File: src/rtl/inst_pkg.sv
// inst_pkg: shared field layout for R-type instruction words.
// Holds field LSB positions, the R-type opcode and the packed word struct.
package inst_pkg;

  localparam int OP_LSB   = 0;
  localparam int RD_LSB   = 7;
  localparam int F3_LSB   = 12;
  localparam int RS1_LSB  = 15;
  localparam int RS2_LSB  = 20;
  localparam int F7_LSB   = 25;
  localparam int F_EN_BIT = 28;

  localparam logic [6:0] OP_R = 7'h33;

  // funct7 is split around bit 28, which carries the float enable.
  typedef struct packed {
    logic [2:0] f7_hi;
    logic       f_en;
    logic [2:0] f7_lo;
    logic [4:0] rs2;
    logic [4:0] rs1;
    logic [2:0] func3;
    logic [4:0] rd;
    logic [6:0] op;
  } inst_r_t;

endpackage

File: src/rtl/inst_fifo.sv
// inst_fifo: instruction word FIFO with synchronous flush.
// Ports: clk, rst, i_flush, i_push/i_data, i_pop, o_data, o_full, o_empty.
module inst_fifo #(
  parameter int W     = 32,
  parameter int DEPTH = 4
) (
  input  logic         clk,
  input  logic         rst,
  input  logic         i_flush,
  input  logic         i_push,
  input  logic [W-1:0] i_data,
  input  logic         i_pop,
  output logic [W-1:0] o_data,
  output logic         o_full,
  output logic         o_empty
);

  localparam int AW = $clog2(DEPTH);

  logic [W-1:0] r_mem [DEPTH];
  logic [AW-1:0] r_wr_ptr;
  logic [AW-1:0] r_rd_ptr;
  logic [AW:0]   r_count;
  logic          w_push;
  logic          w_pop;

  // Full/empty come only from the registered count, so a pop
  // on a full FIFO never frees a slot in the same cycle.
  assign o_full  = (r_count == (AW+1)'(DEPTH));
  assign o_empty = (r_count == '0);
  assign w_push  = i_push && !o_full;
  assign w_pop   = i_pop && !o_empty;
  assign o_data  = r_mem[r_rd_ptr];

  always_ff @(posedge clk) begin
    if (w_push && !rst && !i_flush) begin
      r_mem[r_wr_ptr] <= i_data;
    end
  end

  always_ff @(posedge clk) begin
    if (rst || i_flush) begin
      r_wr_ptr <= '0;
      r_rd_ptr <= '0;
      r_count  <= '0;
    end else begin
      if (w_push) r_wr_ptr <= r_wr_ptr + 1'b1;
      if (w_pop)  r_rd_ptr <= r_rd_ptr + 1'b1;
      unique case ({w_push, w_pop})
        2'b10:   r_count <= r_count + 1'b1;
        2'b01:   r_count <= r_count - 1'b1;
        default: r_count <= r_count;
      endcase
    end
  end

endmodule

File: src/rtl/inst_enc.sv
// inst_enc: packs R-type fields into words, queues and issues them.
// Ports: clk, rst, flush, in_valid/in_ready + fields (op, rd, func3, rs1,
// rs2, func7, f_en), out_valid/out_ready/inst, conflict, issued_cnt.
// Define INST_ENC_CNT_EN to enable the issued_cnt pop counter.
module inst_enc
  import inst_pkg::*;
#(
  parameter int W     = 32,
  parameter int DEPTH = 4
) (
  input  logic         clk,
  input  logic         rst,
  input  logic         flush,
  input  logic         in_valid,
  output logic         in_ready,
  input  logic [6:0]   op,
  input  logic [4:0]   rd,
  input  logic [2:0]   func3,
  input  logic [4:0]   rs1,
  input  logic [4:0]   rs2,
  input  logic [6:0]   func7,
  input  logic         f_en,
  output logic         out_valid,
  input  logic         out_ready,
  output logic [W-1:0] inst,
  output logic         conflict,
  output logic [15:0]  issued_cnt
);

  if (W != 32) begin : g_bad_w
    $error("inst_enc: W must be 32");
  end
  if (DEPTH < 2 || (DEPTH & (DEPTH - 1)) != 0) begin : g_bad_depth
    $error("inst_enc: DEPTH must be a power of 2, >= 2");
  end

  inst_r_t      w_fields;
  logic [W-1:0] w_word;
  logic         w_full;
  logic         w_empty;
  logic         w_push;
  logic         r_conflict;

  // f_en always lands on bit 28; func7[3] is dropped from the word.
  always_comb begin
    w_fields       = '0;
    w_fields.f7_hi = func7[6:4];
    w_fields.f_en  = f_en;
    w_fields.f7_lo = func7[2:0];
    w_fields.rs2   = rs2;
    w_fields.rs1   = rs1;
    w_fields.func3 = func3;
    w_fields.rd    = rd;
    w_fields.op    = op;
  end

  assign w_word    = W'(w_fields);
  assign in_ready  = !w_full;
  assign out_valid = !w_empty;
  assign w_push    = in_valid && in_ready;
  assign conflict  = r_conflict;

  inst_fifo #(
    .W     (W),
    .DEPTH (DEPTH)
  ) u_fifo (
    .clk     (clk),
    .rst     (rst),
    .i_flush (flush),
    .i_push  (w_push),
    .i_data  (w_word),
    .i_pop   (out_ready),
    .o_data  (inst),
    .o_full  (w_full),
    .o_empty (w_empty)
  );

  always_ff @(posedge clk) begin
    if (rst || flush) begin
      r_conflict <= 1'b0;
    end else if (w_push &&
                 (func7[F_EN_BIT-F7_LSB] != f_en)) begin
      r_conflict <= 1'b1;
    end
  end

`ifdef INST_ENC_CNT_EN
  logic        w_pop;
  logic [15:0] r_cnt;

  assign w_pop      = out_valid && out_ready;
  assign issued_cnt = r_cnt;

  always_ff @(posedge clk) begin
    if (rst || flush) begin
      r_cnt <= '0;
    end else if (w_pop) begin
      r_cnt <= r_cnt + 16'd1;
    end
  end
`else
  assign issued_cnt = 16'h0;
`endif

endmodule

File: config.mk
export PLATFORM = sky130hd
export DESIGN_NAME = inst_enc
export DESIGN_NICKNAME = d
export VERILOG_FILES = /design/src/rtl/inst_pkg.sv /design/src/rtl/inst_fifo.sv /design/src/rtl/inst_enc.sv
export SDC_FILE = /design/constraint.sdc
export NUM_CORES = 1
export LEC_CHECK = 0
export BUFFER_PORTS_ARGS = -buffer_cell sky130_fd_sc_hd__buf_2
export CORE_ASPECT_RATIO = 0.6
export CORE_MARGIN = 5
export CORE_UTILIZATION = 55
export CTS_CLUSTER_SIZE = 8
export DETAILED_ROUTE_END_ITERATION = 6
export HOLD_SLACK_MARGIN = 0.1
export PLACE_DENSITY = 0.78
export SLEW_MARGIN = 15
export SYNTH_ARGS = -nofsm -noshare
export SYNTH_HDL_FRONTEND = slang
export SYNTH_HIERARCHICAL = 1
export SYNTH_SLANG_ARGS = --single-unit
File: constraint.sdc
create_clock -name clk -period 2.95 [get_ports clk]
set_input_delay 0.59 -clock clk [delete_from_list [all_inputs] [get_ports clk]]
set_output_delay 0.59 -clock clk [all_outputs]
set_load 0.005 [all_outputs]
; ---- After elaboration in Yosys (flattened, before gate mapping)
; Memories as Yosys holds them, arrays and structs flattened. A register that Yosys moved wholly into a read port is not among the register bits.
; Index checks and enable logic that the tools add are counted.
; Widths: inputs -> output; s select.
[totals]
register_bits = 8
mem_bits_rw = 128
input_bits = 38
output_inout_bits = 51
wordCells = 31
n_memories = 1
[classes]
n_addsub = 4
n_eq_ne = 4
muxes = 5
reduce_logical = 13
[mem_list]
columns = memory, depth, word_bits, rd, rd_clocked_by_memory_dff, write_ports, line_no
row1 = u_fifo.r_mem, 4, 32, 1, 1, 1, inst_fifo.sv:20  ; logic [W-1:0] r_mem [DEPTH];
[ops]
columns = cell, count
row1 = $logic_and 1x1->1, 6
row2 = $pmux 3 s2, 1
row3 = $add 2x1->2 const B, 2
row4 = $logic_not 1->1, 4
row5 = $mux 2, 2
row6 = $add 3x1->3 const B, 1
row7 = $eq 3x3->1 const B, 1
row8 = $logic_not 3->1, 1
row9 = $sub 3x1->3 const B, 1
row10 = $eq 2x1->1 const B, 1
row11 = $eq 2x2->1 const B, 1
row12 = $mux 1, 2
row13 = $reduce_bool 2->1, 1
row14 = $logic_or 1x1->1, 1
row15 = $ne 1x1->1, 1

; ---- Logic depth before layout (Yosys ltp)
; Gate-level depths: netlist of run 1.
[logic_depth]
word_depth = 8
mapped_depth = 11
ltp_nobuf = 11

; ---- Modules after synthesis
; Netlist of run 1, hierarchy kept.
[by_module_without_submodules]
columns = mod, instances, cells_per_inst, area_per_inst_um2
row1 = inst_fifo, 1, 222, 5088.6
row2 = inst_enc, 1, 25, 186.4

; ---- Worst setup path after synthesis of run 1
; Ideal clock, no wire load.
[synth_path]
kind = flip-flop to flip-flop
startpoint = register u_fifo.r_count[2]
endpoint = register u_fifo.r_count[2]
setup_time_ps = 70
arrival_time_ps = 2208
required_time_ps = 2880
setup_slack_ps = 672
stages_incl_launch_ff = 12
n_path_buf = 0
synth_period_minus_slack_ps = 2278
path_cell_list = dfxtp_1 or3b_4 inv_1 nor2b_1 and2_4 inv_1 ha_1 inv_1 fa_1 xor2_1 or3_1 a21oi_1
[synth_between]
elab_chain_len = 6
[synth_rtl]
columns = item, line_no
row1 = "start, declared", inst_fifo.sv:23  ; logic [AW:0] r_count;
row2 = "start signal, assigned", inst_fifo.sv:50  ; 2'b10: r_count <= r_count + 1'b1;
row3 = "start signal, assigned", inst_fifo.sv:51  ; 2'b01: r_count <= r_count - 1'b1;
row4 = "start signal, assigned", inst_fifo.sv:52  ; default: r_count <= r_count;
row5 = $eq 3x3->1 (*), inst_fifo.sv:29  ; assign o_full = (r_count == (AW+1)'(DEPTH));
row6 = via w_full, inst_enc.sv:39  ; logic w_full;
row7 = $logic_not 1->1 (*), inst_enc.sv:58  ; assign in_ready = !w_full;
row8 = $logic_and 1x1->1 (*), inst_enc.sv:60  ; assign w_push = in_valid && in_ready;
row9 = via w_push, inst_enc.sv:41  ; logic w_push;
row10 = $logic_and 1x1->1 (*), inst_fifo.sv:31  ; assign w_push = i_push && !o_full;
row11 = $eq 2x1->1 or $eq 2x2->1 (tied branches), inst_fifo.sv:49  ; unique case ({w_push, w_pop})
row12 = $pmux 3 s2 or $reduce_bool 2->1 (tied branches), -
; Mark *: on every way through the listed nets, which the timed path passes. The rest lies on a longest branch.
; A chain may end at the register's enable or synchronous reset.

; ---- Worst setup path after layout of run 1
; Same ends and word-level chain as after synthesis.

==> results.md, run 1 <==
- Status: complete, no violations
- HPWL after detailed placement: 5857 µm
- I/O pins: 89
- Fmax: 0.3937 GHz
- Commonest cells after routing, fill and taps aside: 128 x edfxtp_1, 72 x buf_2, 32 x mux4_2
- Final #Nets: 379
- Leading cell type in the layout, fill and taps excluded: edfxtp_1
- Crit path max fanout: 6
- WS Path Type: reg -> reg
- R2r setup slk: 0.41 ns
- Initial core utilization: 56.99%
- Post-route cell area: 6387 µm²
- Final period util: 86.11%
- Routed Antenna Nets: 0
- Unrepaired setup endpoints after global routing: false
- Crit end category: flip-flop
- DIE AREA: 11710 µm²
- Latest clock arrival within the worst-skew pair: 0.41 ns
- GPL Wtd Cong: 0.7016
- PostCTS Resize Cnt: 0
- Max cap viols: 0
- Port bufs: 72
- Placed Area: 5806 µm²
- Drt first pass iters: 4
- Fin Setup TNS: 0 ns
- Fill cell count: 617
- Initial DRC count: 172
- Worst path required time: 3.29 ns
- Leakage: 2.215 nW
- Normalized max-slew margin: 52.45%
- TritonCTS Sinks: 138
- Cells after Synth: 247
- Num CTS Buffers: 17
- Synthesized area: 5275 µm²
- Register area share after synthesis: 76.66%
- CORE AREA: 9256 µm²
- Synth warn: 6
- Yosys reg bits: 138
- Min Tclk post-route: 2.540 ns
- DRC violations left: 0
- CTS Buffer Depth: 2
- DR vias: 2539
- CP Launch Type: flip-flop
- CTS H-tree lvls: 4
- Total gr overflow: 0
- Largest net degree at the start of global routing: 28
- Worst Skew: 0.008870 ns
- Hold Path Class: in -> reg
- Worst hold slack: 0.3962 ns
- Inserted Diodes: 0
- Worst-margin pin slew: 0.7132 ns
- Vias/cell: 5.323
- Post-synthesis cell type count: 30
- Root buffer cell: clkbuf_16
- Share of cells above drive strength 1: 41.79%
- Arrival @ worst endpoint: 2.88 ns
- VDD IR max: 459.3 µV
- GRT Util Overall: 17.44%
- Die Ht: 85.86 µm
- Pwr dens: 687.5 nW/µm²
- Slew Viols, Final: 0
- Routed len/inst: 19.79 µm
- Syn Area/Cell: 21.36 µm²
- Hold Vio Cnt, Final: 0
- Postcts setup bufs: 0
- Cts hold-fix bufs: 0
- CTS clk-pin slew, worst paths: 0.06 ns
- CTS tree: built
- First-pass GRT wire length: 14700 µm
- Vias in the first global route: 2664
- Die width: 136.4 µm
- Antenna violations before repair: 0
- Routed WL: 9439 µm
- Row Count: 27
- Final setup fails: 0
- Layout area overhead: 21.09%
## synthesized netlist by cell type
| cell type | n | share of area [%] |
|---|---|---|
| edfxtp_1 | 128 | 73 |
| mux4_2 | 32 | 14 |
| buf_4 | 19 | 2.7 |
| dfxtp_1 | 10 | 3.8 |
| inv_1 | 9 | 0.64 |
| ha_1 | 5 | 1.2 |
| nor2_1 | 5 | 0.36 |
| a21oi_1 | 4 | 0.38 |
| and3_1 | 4 | 0.47 |
| o21ai_0 | 4 | 0.38 |
| buf_1 | 3 | 0.21 |
| xor2_1 | 3 | 0.50 |
| nand2_1 | 2 | 0.14 |
| nor2b_1 | 2 | 0.24 |
| or3_1 | 2 | 0.24 |
| a21o_1 | 1 | 0.14 |
| a31o_1 | 1 | 0.17 |
| and2_4 | 1 | 0.17 |
| buf_2 | 1 | 0.095 |
| clkbuf_2 | 1 | 0.095 |
| conb_1 | 1 | 0.071 |
| fa_1 | 1 | 0.38 |
| nand3_1 | 1 | 0.095 |
| nand4_1 | 1 | 0.12 |
| nor3_1 | 1 | 0.095 |
| nor3b_1 | 1 | 0.14 |
| o31ai_1 | 1 | 0.14 |
| or2_0 | 1 | 0.12 |
| or3b_4 | 1 | 0.21 |
| or4b_1 | 1 | 0.19 |
## routing by layer
metal / global-route usage, % / wire, µm
met5: 0 / 0
met1: 23.80 / 4303
met2: 26.40 / 4448
met4: 6.313 / 112
met3: 6.096 / 575
## cell type report
cell class	instances	area [µm²]	share of cell area, %
repair buffers	78	467.9	7.326
well taps	130	162.7	2.547
multi-input cells	91	1095	17.14
flip-flops and latches	138	4046	63.35
inverters	9	33.78	0.5289
clock buffers	17	425.4	6.660
clock inverters	14	156.4	2.449
## sequential cells by signal (all words and copies together) (netlist names), named ones only
| register | count |
|---|---|
| u_fifo/r_mem | 128 |
| u_fifo/r_count | 3 |
| u_fifo/r_rd_ptr | 2 |
| u_fifo/r_wr_ptr | 2 |
| conflict | 1 |
## power by group
group	switching, mW	total, mW	internal, mW
Clock	0.753	2.06	1.31
Combinational	0.0854	0.157	0.0719
Sequential	0.00895	2.17	2.16
Total	0.848	4.39	3.54
## worst max-delay path: stages, from the launching register on
cell     delay (ns)
dfxtp_1        0.37
or3b_4         0.43
inv_1          0.09
nor2b_1        0.09
and2_4         0.17
inv_1          0.05
ha_1           0.19
inv_1          0.06
fa_1           0.38
xor2_1         0.16
or3_1          0.32
a21oi_1        0.17
## final timing paths
path | from | endpoint | cells past startpoint
min reg2reg | u_fifo/r_rd_ptr[1]$_SDFFE_PP0P_ | flip-flop | 2
max | u_fifo/r_count[2]$_SDFFE_PP0P_ | u_fifo/r_count[2]$_SDFFE_PP0P_ | 11
min | rs1[0] | u_fifo/r_mem[2][15]$_DFFE_PP_ | 1
max reg2reg | u_fifo/r_count[2]$_SDFFE_PP0P_ | u_fifo/r_count[2]$_SDFFE_PP0P_ | 11
## kinds of logic after synthesis
logic type	share of synthesized area [%]
AOI/OAI and AO/OA	1.210
xor gates and xnor gates	0.4982
adders and majority gates	1.565
buffers and inverters	3.747
DFF	76.66
muxes	13.66
other	0.07109
and+or+nand+nor	2.585
## stage by stage
step	setup WS (ns)	power (mW)	utilization [%]	std cells
final	0.4098	4.391	69.01	477
after global routing	0.2437	4.548	69.01	477
after CTS	0.3783	4.442	69.01	477
after detailed placement	0.4632	2.369	62.72	446
after global placement	0.6012	2.362	62.72	446
after floorplan	0.6719	2.299	-	262
No activity file was read; power rests on OpenSTA's default activity.
==> inputs of run 2 (changes only) <==
- GPL_TIMING_DRIVEN: not set -> 0
- SYNTH_HIERARCHICAL: 1 -> not set
==> results.md, run 2 <==
- Status: complete, no violations
- Register with the most flip-flops: u_fifo.r_mem
- Synth warn: 0
- Port bufs: 72
- Root buffer cell: clkbuf_16
- Vias in the first global route: 2721
- Cells after Synth: 240
- CORE AREA: 9256 µm²
- Worst-path cell chain: buf_1 > mux4_2 > buf_2
- Die Ht: 85.69 µm
- CTS tree: built
- Crit end category: output pin
- PostCTS Resize Cnt: 0
- Fin Setup TNS: 0 ns
- Post-synthesis cell type count: 28
- Die width: 136.1 µm
- RR Startpoint: u_fifo.r_count[2]$_SDFFE_PP0P_
- Drt first pass iters: 4
- Yosys reg bits: 138
- DIE AREA: 11670 µm²
- Commonest cells after routing, fill and taps aside: 128 x edfxtp_1, 73 x buf_2, 32 x mux4_2
- Number of synthesized flops with an enable pin: 128
- Worst Skew: 0.004817 ns
- CTS Buffer Depth: 2
- Delay-heaviest family, CP: buffers and inverters
- Crit path max fanout: 10
- Top-area cell type share of the netlist area: 73.20%
- Fmax: 0.3897 GHz
- Leakage: 2.316 nW
- CTS clk-pin slew, worst paths: 0.06 ns
- Crit-path slowest cell: buf_1
- I/O pins: 89
- Min Tclk post-route: 2.566 ns
- Ys async rst share: 0%
- Row Count: 27
- Max reg flops: 128
- Antenna violations before repair: 1
- Critical path depth: 3
- Hold Vio Cnt, Final: 0
- R2r setup slk: 0.43 ns
- Worst-margin pin slew: 0.6635 ns
- Fill cell count: 599
- Initial DRC count: 216
- Layout area overhead: 24.37%
- Arrival @ worst endpoint: 1.98 ns
- CP bufs+invs: 2
- Max cap viols: 0
- Vias/cell: 5.203
- HPWL after detailed placement: 6095 µm
- Final setup fails: 0
- Worst path required time: 2.36 ns
- Register area share after synthesis: 77.01%
- DRC violations left: 0
- First-pass GRT wire length: 14700 µm
- Final #Nets: 394
- Total gr overflow: 0
- R2R cell count: 9
- CTS H-tree lvls: 4
- Routed Antenna Nets: 0
- Leading cell type in the layout, fill and taps excluded: edfxtp_1
- Cts hold-fix bufs: 0
- Slew Viols, Final: 0
- Latest clock arrival within the worst-skew pair: 0.41 ns
- Pwr dens: 687.6 nW/µm²
- Initial core utilization: 56.73%
- WS Path Type: reg -> out
- Largest net degree at the start of global routing: 29
- Syn Area/Cell: 21.88 µm²
- Synthesized area: 5251 µm²
- Postcts setup bufs: 0
- Post-route cell area: 6531 µm²
- DR vias: 2565
- Top post-synthesis cells by count: 128 x edfxtp_1, 32 x mux4_2, 19 x buf_4, 10 x dfxtp_1, 7 x nor2_1
- Share of cells above drive strength 1: 46.56%
- CP Launch Type: flip-flop
- Inserted Diodes: 0
- GRT Util Overall: 17.48%
- Placed Area: 5923 µm²
- Normalized max-slew margin: 55.77%
- VDD IR max: 452.2 µV
- GPL Wtd Cong: 0.7371
- Num CTS Buffers: 17
- Routed WL: 9241 µm
- Synth area leaders: edfxtp_1 73%, mux4_2 14%, dfxtp_1 3.8%, buf_4 2.7%, ha_1 1.2%
- TritonCTS Sinks: 138
- Critical Path Sink: inst[25]
- Top flop regs: u_fifo.r_mem (128), u_fifo.r_count (3)
- Setup ws final: 0.3839 ns
- Capture point of the worst reg-to-reg path: u_fifo.r_count[2]$_SDFFE_PP0P_
- Critical path's largest stage delay: 0.55 ns
- Unrepaired setup endpoints after global routing: false
- Final period util: 86.99%
- Routed len/inst: 18.74 µm
- Hold Path Class: in -> reg
- Top_reg_cell synth: edfxtp_1
- Post-synth top area cell: edfxtp_1
- Worst slack at placement: 0.5029 ns
- Dominant cell by count in the synthesized netlist: edfxtp_1
==> run 2: per-layer routing <==
metal / vias to the layer above / GRT usage, % / routed length, µm
li1: 1168 / - / -
met1: 1286 / 23.04 / 3983
met2: 95 / 26.36 / 4370
met3: 14 / 7.444 / 753
met4: 2 / 6.313 / 114
met5: - / 0 / 20
==> run 2: report_power, final <==
group	internal (mW)	switching [mW]	leakage, nW
clock	1.40	0.753	0.301
combinational	0.0839	0.0836	0.778
sequential	2.16	0.00807	1.24
total	3.65	0.844	2.32
==> run 2: logic make-up after synthesis <==
family / Yosys count / synth area share [%]
and+or+nand+nor: 20 / 2.144
buffers and inverters: 30 / 3.526
AOI/OAI and AO/OA: 8 / 1.120
other: 1 / 0.07141
DFF: 138 / 77.01
xor gates and xnor gates: 5 / 0.8341
muxes: 32 / 13.72
adders and majority gates: 6 / 1.573
==> run 2: per-stage QoR <==
| step | utilization (%) | cells | hold WS (ns) | power (mW) |
|---|---|---|---|---|
| after floorplan | - | 255 | 0.4495 | 2.296 |
| after global placement | 62.99 | 457 | 0.4329 | 2.368 |
| after detailed placement | 63.99 | 461 | 0.4420 | 2.378 |
| after CTS | 70.56 | 493 | 0.3777 | 4.527 |
| after global routing | 70.56 | 493 | 0.3773 | 4.642 |
| final | 70.56 | 493 | 0.3967 | 4.491 |
==> run 2: area by class of cell <==
class | instances | area [µm²] | share of cell area, %
clock inverter | 14 | 178.9 | 2.739
timing repair buffer | 76 | 447.9 | 6.858
multi-input combinational | 87 | 1084 | 16.59
tap | 130 | 162.7 | 2.490
inverter | 6 | 22.52 | 0.3448
sequential | 138 | 4044 | 61.92
buffer | 24 | 162.7 | 2.490
clock buffer | 18 | 429.2 | 6.571
==> run 2: worst min path at each step <==
stage,to,slack [ns],startpoint,cells past startpoint
6_report,u_fifo.r_mem[2][17]$_DFFE_PP_,0.40,rs1[2],1
5_1_grt,u_fifo.r_mem[0][9]$_DFFE_PP_,0.38,rd[2],1
4_1_cts,u_fifo.r_mem[3][14]$_DFFE_PP_,0.38,func3[2],1
3_5_place_dp,conflict$_SDFFE_PP0P_,0.44,conflict$_SDFFE_PP0P_,2
3_3_place_gp,conflict$_SDFFE_PP0P_,0.43,conflict$_SDFFE_PP0P_,2
2_1_floorplan,conflict$_SDFFE_PP0P_,0.45,conflict$_SDFFE_PP0P_,2
==> run 2: worst register-to-register path, stage by stage, from the launching register on <==
cell and delay, ns:
dfxtp_1 0.40, or3b_4 0.43, and2_4 0.20, inv_1 0.07, ha_1 0.17, inv_1 0.06
fa_1 0.37, xor2_1 0.16, or3_2 0.42, a21oi_1 0.17
